===== config.mk =====
export PLATFORM = sky130hd
export DESIGN_NAME = mem_arbiter_flat
export DESIGN_NICKNAME = d
export VERILOG_FILES = /design/src/rtl/mem_arbiter_pkg.sv /design/src/rtl/mem_arbiter_if.sv /design/src/rtl/mem_byte_assembler.sv /design/src/rtl/mem_arbiter.sv /design/src/flat_wrapper.sv
export SDC_FILE = /design/constraint.sdc
export NUM_CORES = 1
export LEC_CHECK = 0
export ABC_AREA = 1
export BUFFER_PORTS_ARGS = -buffer_cell sky130_fd_sc_hd__buf_2
export CELL_PAD_IN_SITES_DETAIL_PLACEMENT = 0
export CELL_PAD_IN_SITES_GLOBAL_PLACEMENT = 1
export CORE_ASPECT_RATIO = 0.8
export CORE_UTILIZATION = 39
export CTS_BUF_LIST = sky130_fd_sc_hd__clkbuf_8
export DETAILED_ROUTE_END_ITERATION = 12
export GPL_ROUTABILITY_DRIVEN = 0
export PLACE_DENSITY_LB_ADDON = 0.1
export SLEW_MARGIN = 30
export SYNTH_ARGS = -nofsm -noshare
export SYNTH_HDL_FRONTEND = slang
export SYNTH_SLANG_ARGS = --single-unit

===== constraint.sdc =====
create_clock -name clk_in -period 2.1 [get_ports clk_in]
set_clock_uncertainty 0.1 [all_clocks]
set_input_delay 0.105 -clock clk_in [delete_from_list [all_inputs] [get_ports clk_in]]
set_output_delay 0.105 -clock clk_in [all_outputs]
set_load 0.01 [all_outputs]

===== src/rtl/mem_arbiter_pkg.sv =====
// Shared encodings for the byte-serial memory arbiter: FSM states, access
// sizes, requester IDs and the IO port addresses gated by io_buffer_full.
package mem_arbiter_pkg;

    typedef enum logic [1:0] {
        ST_IDLE  = 2'd0,
        ST_READ  = 2'd1,
        ST_WRITE = 2'd2
    } state_t;

    typedef enum logic [1:0] {
        SZ_BYTE = 2'd0,
        SZ_HALF = 2'd1,
        SZ_WORD = 2'd2
    } size_t;

    typedef enum logic {
        REQ_IF = 1'b0,
        REQ_LS = 1'b1
    } req_id_t;

    localparam logic [31:0] IO_PORT_A_DEF = 32'h0003_0000;
    localparam logic [31:0] IO_PORT_B_DEF = 32'h0003_0004;

    // The illegal size code 3 is treated as a word access.
    function automatic logic [2:0] size_to_nbytes(input logic [1:0] size);
        case (size)
            SZ_BYTE: size_to_nbytes = 3'd1;
            SZ_HALF: size_to_nbytes = 3'd2;
            default: size_to_nbytes = 3'd4;
        endcase
    endfunction

endpackage


===== src/rtl/mem_arbiter_if.sv =====
// Requester handshakes plus the byte-serial RAM/IO bus owned by mem_arbiter.
// master = requesters and memory (environment side), slave = the arbiter.
interface mem_arbiter_if;
    logic        if_req;
    logic [31:0] if_addr;
    logic        if_done;
    logic [31:0] if_data;
    logic        ls_req;
    logic        ls_wr;
    logic [1:0]  ls_size;
    logic [31:0] ls_addr;
    logic [31:0] ls_wdata;
    logic        ls_done;
    logic [31:0] ls_rdata;
    logic [7:0]  mem_din;
    logic        io_buffer_full;
    logic [7:0]  mem_dout;
    logic [31:0] mem_a;
    logic        mem_wr;

    modport master (
        output if_req, if_addr, ls_req, ls_wr, ls_size, ls_addr, ls_wdata,
               mem_din, io_buffer_full,
        input  if_done, if_data, ls_done, ls_rdata, mem_dout, mem_a, mem_wr
    );

    modport slave (
        input  if_req, if_addr, ls_req, ls_wr, ls_size, ls_addr, ls_wdata,
               mem_din, io_buffer_full,
        output if_done, if_data, ls_done, ls_rdata, mem_dout, mem_a, mem_wr
    );
endinterface


===== src/rtl/mem_byte_assembler.sv =====
// Collects read bytes arriving one cycle after their address and places them
// little-endian; 'word' already includes the byte currently on din.
module mem_byte_assembler
    import mem_arbiter_pkg::*;
(
    input  logic        clk_in,
    input  logic        rst_in,
    input  logic        rdy_in,
    input  logic        start,
    input  logic        capture,
    input  logic [2:0]  nbytes,
    input  logic [7:0]  din,
    output logic        last,
    output logic [31:0] word
);

    logic [2:0]  rcv_cnt_r;
    logic [31:0] data_r;
    logic [31:0] placed_s;

    // Drop the incoming byte into the lane selected by the received count
    always_comb begin
        placed_s = data_r;
        case (rcv_cnt_r[1:0])
            2'd0:    placed_s[7:0]   = din;
            2'd1:    placed_s[15:8]  = din;
            2'd2:    placed_s[23:16] = din;
            default: placed_s[31:24] = din;
        endcase
    end

    assign word = placed_s;
    assign last = capture && (rcv_cnt_r == (nbytes - 3'd1));

    // Received-byte counter and partial word; cleared on every grant
    always_ff @(posedge clk_in) begin
        if (rst_in) begin
            rcv_cnt_r <= 3'd0;
            data_r    <= 32'd0;
        end else if (rdy_in) begin
            if (start) begin
                rcv_cnt_r <= 3'd0;
                data_r    <= 32'd0;
            end else if (capture) begin
                rcv_cnt_r <= rcv_cnt_r + 3'd1;
                data_r    <= placed_s;
            end
        end
    end

endmodule


===== src/rtl/mem_arbiter.sv =====
// Arbiter for the byte-serial RAM/IO bus shared by instruction fetch and the
// load/store buffer. Define MEM_ARB_ROUND_ROBIN_EN for round-robin on ties.
module mem_arbiter
    import mem_arbiter_pkg::*;
#(
    parameter logic [31:0] IO_PORT_A = IO_PORT_A_DEF,
    parameter logic [31:0] IO_PORT_B = IO_PORT_B_DEF
) (
    input  logic         clk_in,
    input  logic         rst_in,
    input  logic         rdy_in,
    input  logic         clear,
    mem_arbiter_if.slave bus
);

    state_t      state_r,    state_nxt_s;
    req_id_t     owner_r,    owner_nxt_s;
    logic [31:0] mem_a_r,    mem_a_nxt_s;
    logic [7:0]  mem_dout_r, mem_dout_nxt_s;
    logic        mem_wr_r,   mem_wr_nxt_s;
    logic [31:0] wdata_r,    wdata_nxt_s;
    logic [2:0]  nbytes_r,   nbytes_nxt_s;
    logic [2:0]  iss_r,      iss_nxt_s;
    logic        din_valid_r, din_valid_nxt_s;
    logic        if_done_r,  if_done_nxt_s;
    logic        ls_done_r,  ls_done_nxt_s;
    logic [31:0] if_data_r,  if_data_nxt_s;
    logic [31:0] ls_rdata_r, ls_rdata_nxt_s;

    logic        ls_io_s;
    logic        ls_ok_s;
    logic        pick_ls_s;
    logic        asm_start_s;
    logic        asm_capture_s;
    logic        asm_last_s;
    logic [31:0] asm_word_s;

    assign ls_io_s = (bus.ls_addr == IO_PORT_A) || (bus.ls_addr == IO_PORT_B);
    assign ls_ok_s = bus.ls_req && !(bus.io_buffer_full && ls_io_s);

`ifdef MEM_ARB_ROUND_ROBIN_EN
    req_id_t last_r;

    // Remember the last winner; only real grants count, so blocked IO does not
    always_ff @(posedge clk_in) begin
        if (rst_in) begin
            last_r <= REQ_IF;
        end else if (rdy_in && (state_r == ST_IDLE) && (state_nxt_s != ST_IDLE)) begin
            last_r <= owner_nxt_s;
        end
    end

    assign pick_ls_s = ls_ok_s && (!bus.if_req || (last_r == REQ_IF));
`else
    assign pick_ls_s = ls_ok_s;
`endif

    assign asm_capture_s = (state_r == ST_READ) && din_valid_r;

    mem_byte_assembler u_asm (
        .clk_in  (clk_in),
        .rst_in  (rst_in),
        .rdy_in  (rdy_in),
        .start   (asm_start_s),
        .capture (asm_capture_s),
        .nbytes  (nbytes_r),
        .din     (bus.mem_din),
        .last    (asm_last_s),
        .word    (asm_word_s)
    );

    // Next-state and next-output logic; every output is registered below
    always_comb begin
        state_nxt_s     = state_r;
        owner_nxt_s     = owner_r;
        mem_a_nxt_s     = mem_a_r;
        mem_dout_nxt_s  = mem_dout_r;
        mem_wr_nxt_s    = 1'b0;
        wdata_nxt_s     = wdata_r;
        nbytes_nxt_s    = nbytes_r;
        iss_nxt_s       = iss_r;
        din_valid_nxt_s = 1'b0;
        if_done_nxt_s   = 1'b0;
        ls_done_nxt_s   = 1'b0;
        if_data_nxt_s   = if_data_r;
        ls_rdata_nxt_s  = ls_rdata_r;
        asm_start_s     = 1'b0;
        case (state_r)
            ST_IDLE: begin
                if (clear) begin
                    state_nxt_s = ST_IDLE;
                end else if (pick_ls_s) begin
                    owner_nxt_s  = REQ_LS;
                    mem_a_nxt_s  = bus.ls_addr;
                    nbytes_nxt_s = size_to_nbytes(bus.ls_size);
                    iss_nxt_s    = 3'd1;
                    asm_start_s  = 1'b1;
                    if (bus.ls_wr) begin
                        state_nxt_s    = ST_WRITE;
                        mem_wr_nxt_s   = 1'b1;
                        mem_dout_nxt_s = bus.ls_wdata[7:0];
                        wdata_nxt_s    = bus.ls_wdata >> 4'd8;
                    end else begin
                        state_nxt_s = ST_READ;
                    end
                end else if (bus.if_req) begin
                    owner_nxt_s  = REQ_IF;
                    mem_a_nxt_s  = bus.if_addr;
                    nbytes_nxt_s = 3'd4;
                    iss_nxt_s    = 3'd1;
                    asm_start_s  = 1'b1;
                    state_nxt_s  = ST_READ;
                end else begin
                    state_nxt_s = ST_IDLE;
                end
            end
            ST_READ: begin
                // the first READ cycle is the bubble: mem_din not yet valid
                din_valid_nxt_s = 1'b1;
                if (clear) begin
                    state_nxt_s = ST_IDLE;
                end else if (asm_last_s) begin
                    state_nxt_s = ST_IDLE;
                    if (owner_r == REQ_IF) begin
                        if_done_nxt_s = 1'b1;
                        if_data_nxt_s = asm_word_s;
                    end else begin
                        ls_done_nxt_s  = 1'b1;
                        ls_rdata_nxt_s = asm_word_s;
                    end
                end else if (iss_r < nbytes_r) begin
                    mem_a_nxt_s = mem_a_r + 32'd1;
                    iss_nxt_s   = iss_r + 3'd1;
                end else begin
                    iss_nxt_s = iss_r;
                end
            end
            ST_WRITE: begin
                // stores always finish, clear is ignored here
                if (iss_r < nbytes_r) begin
                    mem_wr_nxt_s   = 1'b1;
                    mem_a_nxt_s    = mem_a_r + 32'd1;
                    mem_dout_nxt_s = wdata_r[7:0];
                    wdata_nxt_s    = wdata_r >> 4'd8;
                    iss_nxt_s      = iss_r + 3'd1;
                end else begin
                    state_nxt_s   = ST_IDLE;
                    ls_done_nxt_s = 1'b1;
                end
            end
            default: begin
                state_nxt_s = ST_IDLE;
            end
        endcase
    end

    // State and output registers; rdy_in low freezes everything
    always_ff @(posedge clk_in) begin
        if (rst_in) begin
            state_r     <= ST_IDLE;
            owner_r     <= REQ_IF;
            mem_a_r     <= 32'd0;
            mem_dout_r  <= 8'd0;
            mem_wr_r    <= 1'b0;
            wdata_r     <= 32'd0;
            nbytes_r    <= 3'd1;
            iss_r       <= 3'd0;
            din_valid_r <= 1'b0;
            if_done_r   <= 1'b0;
            ls_done_r   <= 1'b0;
            if_data_r   <= 32'd0;
            ls_rdata_r  <= 32'd0;
        end else if (rdy_in) begin
            state_r     <= state_nxt_s;
            owner_r     <= owner_nxt_s;
            mem_a_r     <= mem_a_nxt_s;
            mem_dout_r  <= mem_dout_nxt_s;
            mem_wr_r    <= mem_wr_nxt_s;
            wdata_r     <= wdata_nxt_s;
            nbytes_r    <= nbytes_nxt_s;
            iss_r       <= iss_nxt_s;
            din_valid_r <= din_valid_nxt_s;
            if_done_r   <= if_done_nxt_s;
            ls_done_r   <= ls_done_nxt_s;
            if_data_r   <= if_data_nxt_s;
            ls_rdata_r  <= ls_rdata_nxt_s;
        end
    end

    assign bus.mem_a    = mem_a_r;
    assign bus.mem_dout = mem_dout_r;
    assign bus.mem_wr   = mem_wr_r;
    assign bus.if_done  = if_done_r;
    assign bus.if_data  = if_data_r;
    assign bus.ls_done  = ls_done_r;
    assign bus.ls_rdata = ls_rdata_r;

endmodule


===== src/flat_wrapper.sv =====
// flat-port wrapper written by rule: the top's interface ports become plain ports
module mem_arbiter_flat import mem_arbiter_pkg::*;
#(
    parameter logic [31:0] IO_PORT_A = IO_PORT_A_DEF,
    parameter logic [31:0] IO_PORT_B = IO_PORT_B_DEF
)
  (clk_in, rst_in, rdy_in, clear, bus_if_req, bus_if_addr, bus_ls_req, bus_ls_wr, bus_ls_size, bus_ls_addr, bus_ls_wdata, bus_mem_din, bus_io_buffer_full, bus_if_done, bus_if_data, bus_ls_done, bus_ls_rdata, bus_mem_dout, bus_mem_a, bus_mem_wr);
  mem_arbiter_if bus_i ();
  input  logic clk_in;
  input  logic rst_in;
  input  logic rdy_in;
  input  logic clear;
  input wire logic [$bits(bus_i.if_req)-1:0] bus_if_req;
  input wire logic [$bits(bus_i.if_addr)-1:0] bus_if_addr;
  input wire logic [$bits(bus_i.ls_req)-1:0] bus_ls_req;
  input wire logic [$bits(bus_i.ls_wr)-1:0] bus_ls_wr;
  input wire logic [$bits(bus_i.ls_size)-1:0] bus_ls_size;
  input wire logic [$bits(bus_i.ls_addr)-1:0] bus_ls_addr;
  input wire logic [$bits(bus_i.ls_wdata)-1:0] bus_ls_wdata;
  input wire logic [$bits(bus_i.mem_din)-1:0] bus_mem_din;
  input wire logic [$bits(bus_i.io_buffer_full)-1:0] bus_io_buffer_full;
  output wire logic [$bits(bus_i.if_done)-1:0] bus_if_done;
  output wire logic [$bits(bus_i.if_data)-1:0] bus_if_data;
  output wire logic [$bits(bus_i.ls_done)-1:0] bus_ls_done;
  output wire logic [$bits(bus_i.ls_rdata)-1:0] bus_ls_rdata;
  output wire logic [$bits(bus_i.mem_dout)-1:0] bus_mem_dout;
  output wire logic [$bits(bus_i.mem_a)-1:0] bus_mem_a;
  output wire logic [$bits(bus_i.mem_wr)-1:0] bus_mem_wr;
  assign bus_i.if_req = bus_if_req;
  assign bus_i.if_addr = bus_if_addr;
  assign bus_i.ls_req = bus_ls_req;
  assign bus_i.ls_wr = bus_ls_wr;
  assign bus_i.ls_size = bus_ls_size;
  assign bus_i.ls_addr = bus_ls_addr;
  assign bus_i.ls_wdata = bus_ls_wdata;
  assign bus_i.mem_din = bus_mem_din;
  assign bus_i.io_buffer_full = bus_io_buffer_full;
  assign bus_if_done = bus_i.if_done;
  assign bus_if_data = bus_i.if_data;
  assign bus_ls_done = bus_i.ls_done;
  assign bus_ls_rdata = bus_i.ls_rdata;
  assign bus_mem_dout = bus_i.mem_dout;
  assign bus_mem_a = bus_i.mem_a;
  assign bus_mem_wr = bus_i.mem_wr;
  mem_arbiter #(.IO_PORT_A(IO_PORT_A), .IO_PORT_B(IO_PORT_B)) u_core (.clk_in(clk_in), .rst_in(rst_in), .rdy_in(rdy_in), .clear(clear), .bus(bus_i));
endmodule

==> After elaboration in Yosys (flattened, before gate mapping) <==
Index checks and enable logic that the tools add are counted.
{ "op_classes": {"n_addsub": 4, "multipliers": 0, "div": 0, "order_cmp": 1, "eq_ne": 17, "shifts": 0, "muxes": 64, "bitwise_logic": 2, "n_reduce_logical": 21} }
{ "op_table": {"columns": ["op", "count"], "rows": [
  ["$mux W32", 12],
  ["$pmux W32 S3", 1],
  ["$eq A32 B18 Y1 const B", 2],
  ["$mux W8", 8],
  ["$pmux W32 S2", 1],
  ["$add A32 B1 Y32 const B", 1],
  ["$mux W3", 10],
  ["$mux W1", 20],
  ["$pmux W8 S2", 1],
  ["$mux W2", 6],
  ["$reduce_and A6 Y1", 2],
  ["$ne A2 B2 Y1 const B", 5],
  ["$reduce_and A5 Y1", 2],
  ["$pmux W3 S3", 1],
  ["$add A3 B1 Y3 const B", 2],
  ["$eq A2 B1 Y1 const B", 3],
  ["$logic_not A2 Y1", 3],
  ["$ne A3 B2 Y1 const B", 2],
  ["$pmux W2 S3", 1],
  ["$pmux W3 S2", 1],
  ["$reduce_bool A2 Y1", 3],
  ["$eq A2 B2 Y1 const B", 2],
  ["$logic_and A1 B1 Y1", 4],
  ["$ne A2 B1 Y1 const B", 2],
  ["12 further kinds", 14]
]} }
{ "word_totals": {"register_bits": 184, "latchBits": 0, "ram_bits": 0, "mem_bits_ro": 0, "input_bits": 114, "elab_cells": 124, "memories": 0} }

==> Logic depth before layout (Yosys ltp) <==
{ "logic_depth": {"ltp_word": 10, "ltp_mapped": 15} }

==> Cells and area by module <==
Synthesis repeated with hierarchy kept, for this count alone.
{ "hier_totals": {"hier_cells": 1522, "area_unflattened_um2": 9704.3} }
{ "by_module_without_submodules": {"columns": ["module", "n_inst", "cells_each", "area_per_inst_um2", "seq_area_each_um2"], "rows": [
  ["mem_arbiter", 1, 1236, 7667.4, 2822.7],
  ["mem_byte_assembler", 1, 286, 2037.0, 700.7]
]} }

==> Worst setup path before layout <==
OpenSTA, ideal clock, no wires.
{ "synth_timing": {"path_kind": "reg2reg", "from": "register u_core.nbytes_r[0]", "to": "register u_core.if_data_r[14] (netlist: u_core.bus.if_data[14])", "t_arrival_ps": 1621, "required_ps": 1872, "setup_slack_ps": 251, "path_stages_with_launch": 12, "path_buffers": 2, "period_less_slack_ps": 1849, "cell_sequence": "dfxtp_1 inv_2 ha_1 xnor2_1 nor2_1 nand2_2 inv_2 nand4_1 buf_2 buf_2 o21ai_0 a21oi_1"} }
{ "synth_via": {"elab_chain_len": 4} }
{ "synth_lines": {"columns": ["item", "line_no", "text"], "rows": [
  ["from (decl)", "mem_arbiter.sv:22", "logic [2:0] nbytes_r, nbytes_nxt_s;"],
  ["from (signal assigned)", "mem_arbiter.sv:180", "nbytes_r <= nbytes_nxt_s;"],
  ["$sub A3 B1 Y3", "mem_byte_assembler.sv:33", "assign last = capture && (rcv_cnt_r == (nbytes - 3'd1));"],
  ["$eq A3 B3 Y1", "mem_byte_assembler.sv:33", null],
  ["$logic_and A1 B1 Y1", "mem_byte_assembler.sv:33", null],
  ["$reduce_and A5 Y1 (no source line)", null, null],
  ["to (signal assigned)", "mem_arbiter.sv:185", "if_data_r <= if_data_nxt_s;"],
  ["to (decl)", "mem_arbiter.sv:27", "logic [31:0] if_data_r, if_data_nxt_s;"]
]} }
No other way between the ends.
A chain may end at the register's enable or synchronous reset.

==> Final worst setup path <==
{ "layout_timing": {"from": "register u_core.state_r[0]", "to": "register u_core.mem_a_r[28] (netlist: u_core.bus.mem_a[28])"} }
{ "layout_via": {"elab_chain_len": 5, "elab_cells_between_ends": 12} }
{ "layout_lines": {"columns": ["item", "line_no", "text"], "rows": [
  ["from (decl)", "mem_arbiter.sv:16", "state_t state_r, state_nxt_s;"],
  ["from (signal assigned)", "mem_arbiter.sv:174", "state_r <= state_nxt_s;"],
  ["$eq A2 B1 Y1", "mem_arbiter.sv:58, mem_arbiter.sv:88", null],
  ["$logic_and A1 B1 Y1", "mem_arbiter.sv:58", "assign asm_capture_s = (state_r == ST_READ) && din_valid_r;"],
  ["$logic_and A1 B1 Y1", "mem_byte_assembler.sv:33", null],
  ["$ne A2 B2 Y1 (no source line)", null, null],
  ["$reduce_and A6 Y1 (no source line)", null, null],
  ["to (signal assigned)", "mem_arbiter.sv:176", "mem_a_r <= mem_a_nxt_s;"],
  ["to (decl)", "mem_arbiter.sv:18", "logic [31:0] mem_a_r, mem_a_nxt_s;"]
]} }
Parallel ways exist; a longest one is shown, timed or not.

==> impl_metrics.yaml <==
status:
  status: "finished clean"
yosys:
  synth_top_family_by_area: "simple AND/OR/NAND/NOR gates"
  yosys_warnings: 0
  synth_fa_ha_area_frac: 0.0159
  syn-num-nets: 1582
  syn_inst: 1456
  synthArstFlopShare: 0
  yosys.area_share.xor_xnor: 0.00928
  synthSimpleGateAreaFrac: 0.309
  synth_cell_types: 35
  synth-edff-count: 0
  synth-seq-cells: 176
  synth_compound_area_frac: 0.154
  synth_area_sq_um: 9440
  ys_seq_area_frac: 0.373
  synth_mux_area_frac: 0.00742
  synthFlopType: "dfxtp_1"
  avgSynthCellArea_sq_um: 6.48
clocking:
  clockRootBuffer: "clkbuf_8"
  cts.path.max_buffers: 2
  path_clk_slew_ns: 0.11
  htreeDepth: 4
  worstSkewPairLatency_ns: 0.47
  cts_made_buffers: 17
  cts_tree: "done"
  cts_sinks: 176
timing:
  finalSetupViolations: 0
  final.period_utilization: 0.958
  slew_viol_final: 0
  min_period_ns: 2.01
  hold_viol: 0
  rsz0062_at_grt: "true"
  worst_pin_slew_ns: 0.551
  fmax_mhz: 497
  maxSlewHeadroom: 0.632
  hold_slack_ns: 0.0331
placed_design:
  port_buffers: 220
  place_area_sq_um: 11000
  hpwl_um: 22200
finish:
  mostFrequentLayoutCells: "nand2_1, buf_2, inv_1"
  nets: 1892
  n_fill_cell: 2435
  seq_area_sq_um: 3530
  drive_gt1_frac: 0.205
  area_growth_syn_to_layout_pct: 33.6
  fin_area_sq_um: 12600
  multiInputGateArea_sq_um: 4740
  final_util: 0.535
  mostFrequentLayoutCell: "nand2_1"
critical_path:
  path_cells: "inv_1 > ha_1 > inv_2 > buf_8 > nand3_1 > dlygate4sd3_1 > nand3_1 > nand2_1 > inv_1"
  r2r_end: "u_core.bus.mem_a[28]"
  cp_max_fo: 12
  reg2regPathDepth: 9
  slowest_delay_ns: 0.58
  critPathKind: "register to register"
  endpoint_kind: "register"
  crit_slowest_cell: "dlygate4sd3_1"
  cp-start-kind: "register"
  required_ns: 2.43
  reg2reg_slack_ns: 0.09
  r2r-start: "u_core.state_r[0]"
  crit_arrival_ns: 2.34
power:
  powerDensity_nw_per_um2: 623
  combPwrFrac: 0.221
  clkPwrFrac: 0.321
  power_frac_seq: 0.458
  sw_frac_of_total: 0.345
  intPower_mw: 5.15
  switching_power_mw: 2.71
  ir_drop_mv: 0.349
  p_total_mw: 7.86
  p_leak_nw: 5.84
floorplan:
  die_y_um: 141
  die_area_sq_um: 24800
  coreArea_sq_um: 23600
  initial_utilization: 0.400
  die_w_um: 176
  io_pins: 221
  rows: 50
global_route:
  grt_pass1_wl_um: 50000
  grt_max_degree: 69
  grt_pass1_vias: 9401
  grtUsageTotal: 0.256
  antenna_found_initial: 2
  overflow: 0
worst_hold_path:
  hold_depth: 7
  holdPathEnd: "u_core.bus.mem_a[20]"
  hold_class: "input pin to register"
  holdCritStartpoint: "bus_ls_addr[20]"
routing:
  ant_nets: 0
  first_iter_violations: 860
  avgViaCountPerCell: 4.93
  drc: 0
  wl_per_cell_um: 15.4
  finalWirelength_um: 32300
  vias: 10300
  dr.pass1.iters: 5
run:
  drv_cap: 0
[timing repair]
| item | in CTS | in global routing |
|---|---|---|
| gates resized for setup | 1 | 43 |
| pin swaps | 0 | 4 |
| hold buffers | 91 | 0 |
| cloned | 0 | 4 |
| endpoints found under the hold margin | 70 | 0 |
| endpoints found under the setup margin | 29 | 133 |
| buffers inserted | 0 | 3 |
[critical path: cells and delay by family (launching register included)]
family	cells	cell delay [ns]
buffers and inverters	5	0.96
flip-flops	1	0.38
adder cells (fa/ha/maj)	1	0.33
AND/OR/NAND/NOR	3	0.22
[cell type report]
type	instances	area share
diodes	1	0.000198
inverters	206	0.0635
flip-flops and latches	176	0.280
well taps	312	0.0310
repair buffers	375	0.216
multi-input cells	990	0.376
clock inverters	14	0.0139
clock buffers	18	0.0196
[logic make-up after synthesis]
| family | after synthesis |
|---|---|
| adder cells (fa/ha/maj) | 12 |
| flip-flops | 176 |
| XOR/XNOR | 10 |
| AND/OR/NAND/NOR | 683 |
| AO/OA/AOI/OAI | 278 |
| multiplexers | 7 |
| buffers and inverters | 290 |
[Yosys cell counts, types with 8 or more instances]
cell type | instances | area share
inv_2 | 9 | 0.0036
inv_1 | 196 | 0.078
o21ai_0 | 84 | 0.045
ha_1 | 12 | 0.016
nor3_1 | 19 | 0.010
buf_4 | 14 | 0.011
nand2_1 | 322 | 0.13
a21oi_1 | 165 | 0.087
buf_2 | 18 | 0.0095
buf_6 | 9 | 0.011
a211oi_1 | 17 | 0.014
dfxtp_1 | 176 | 0.37
clkbuf_1 | 38 | 0.015
xor2_1 | 8 | 0.0074
nor2_1 | 135 | 0.054
nand3_1 | 178 | 0.094
[flip-flops by register name, indices dropped and copies added (netlist names), 2 cells and up]
register,count
u_core.wdata_r,24
u_core.u_asm.rcv_cnt_r,3
u_core.nbytes_r,3
u_core.iss_r,3
u_core.bus.ls_rdata,32
u_core.state_r,2
u_core.bus.if_data,32
u_core.bus.mem_dout,8
u_core.bus.mem_a,32
u_core.u_asm.data_r,32
[worst max path at each step]
stage                                         to                from
after floorplan           u_core.bus.if_data[14]  u_core.nbytes_r[0]
after global placement        u_core.wdata_r[23]  u_core.nbytes_r[2]
after detailed placement      u_core.wdata_r[18]  u_core.nbytes_r[2]
after CTS                   u_core.bus.mem_a[27]   u_core.state_r[0]
after global routing        u_core.bus.mem_a[27]   u_core.state_r[0]
final                       u_core.bus.mem_a[28]   u_core.state_r[0]
[metrics by stage]
stage               setup TNS (ns)  std cells  worst slack, ns
floorplan                        0       1456            0.251
global placement            -0.971       1961          -0.0690
detailed placement           -1.13       1961          -0.0916
CTS                              0       2084           0.0179
global route               -0.0387       2092          -0.0161
finish                           0       2092           0.0889
[power by group through the flow]
stage          clock network (mW)  registers (mW)  logic (mW)
6_report                     2.52            3.60        1.74
5_1_grt                      2.69            3.62        1.93
4_1_cts                      2.58            3.60        1.68
3_5_place_dp                    0            3.67        1.52
3_3_place_gp                    0            3.67        1.52
2_1_floorplan                   0            3.69       0.917
[layer usage]
layer  vias to the layer above  global-route usage  wire [um]
met1                      4663               0.394      16700
li1                       5276                   -          -
met4                         2              0.0540        245
met3                        23              0.0531       2370
met5                         -                   0         10
met2                       348               0.358      13000
No activity file was read; power rests on OpenSTA's default activity.
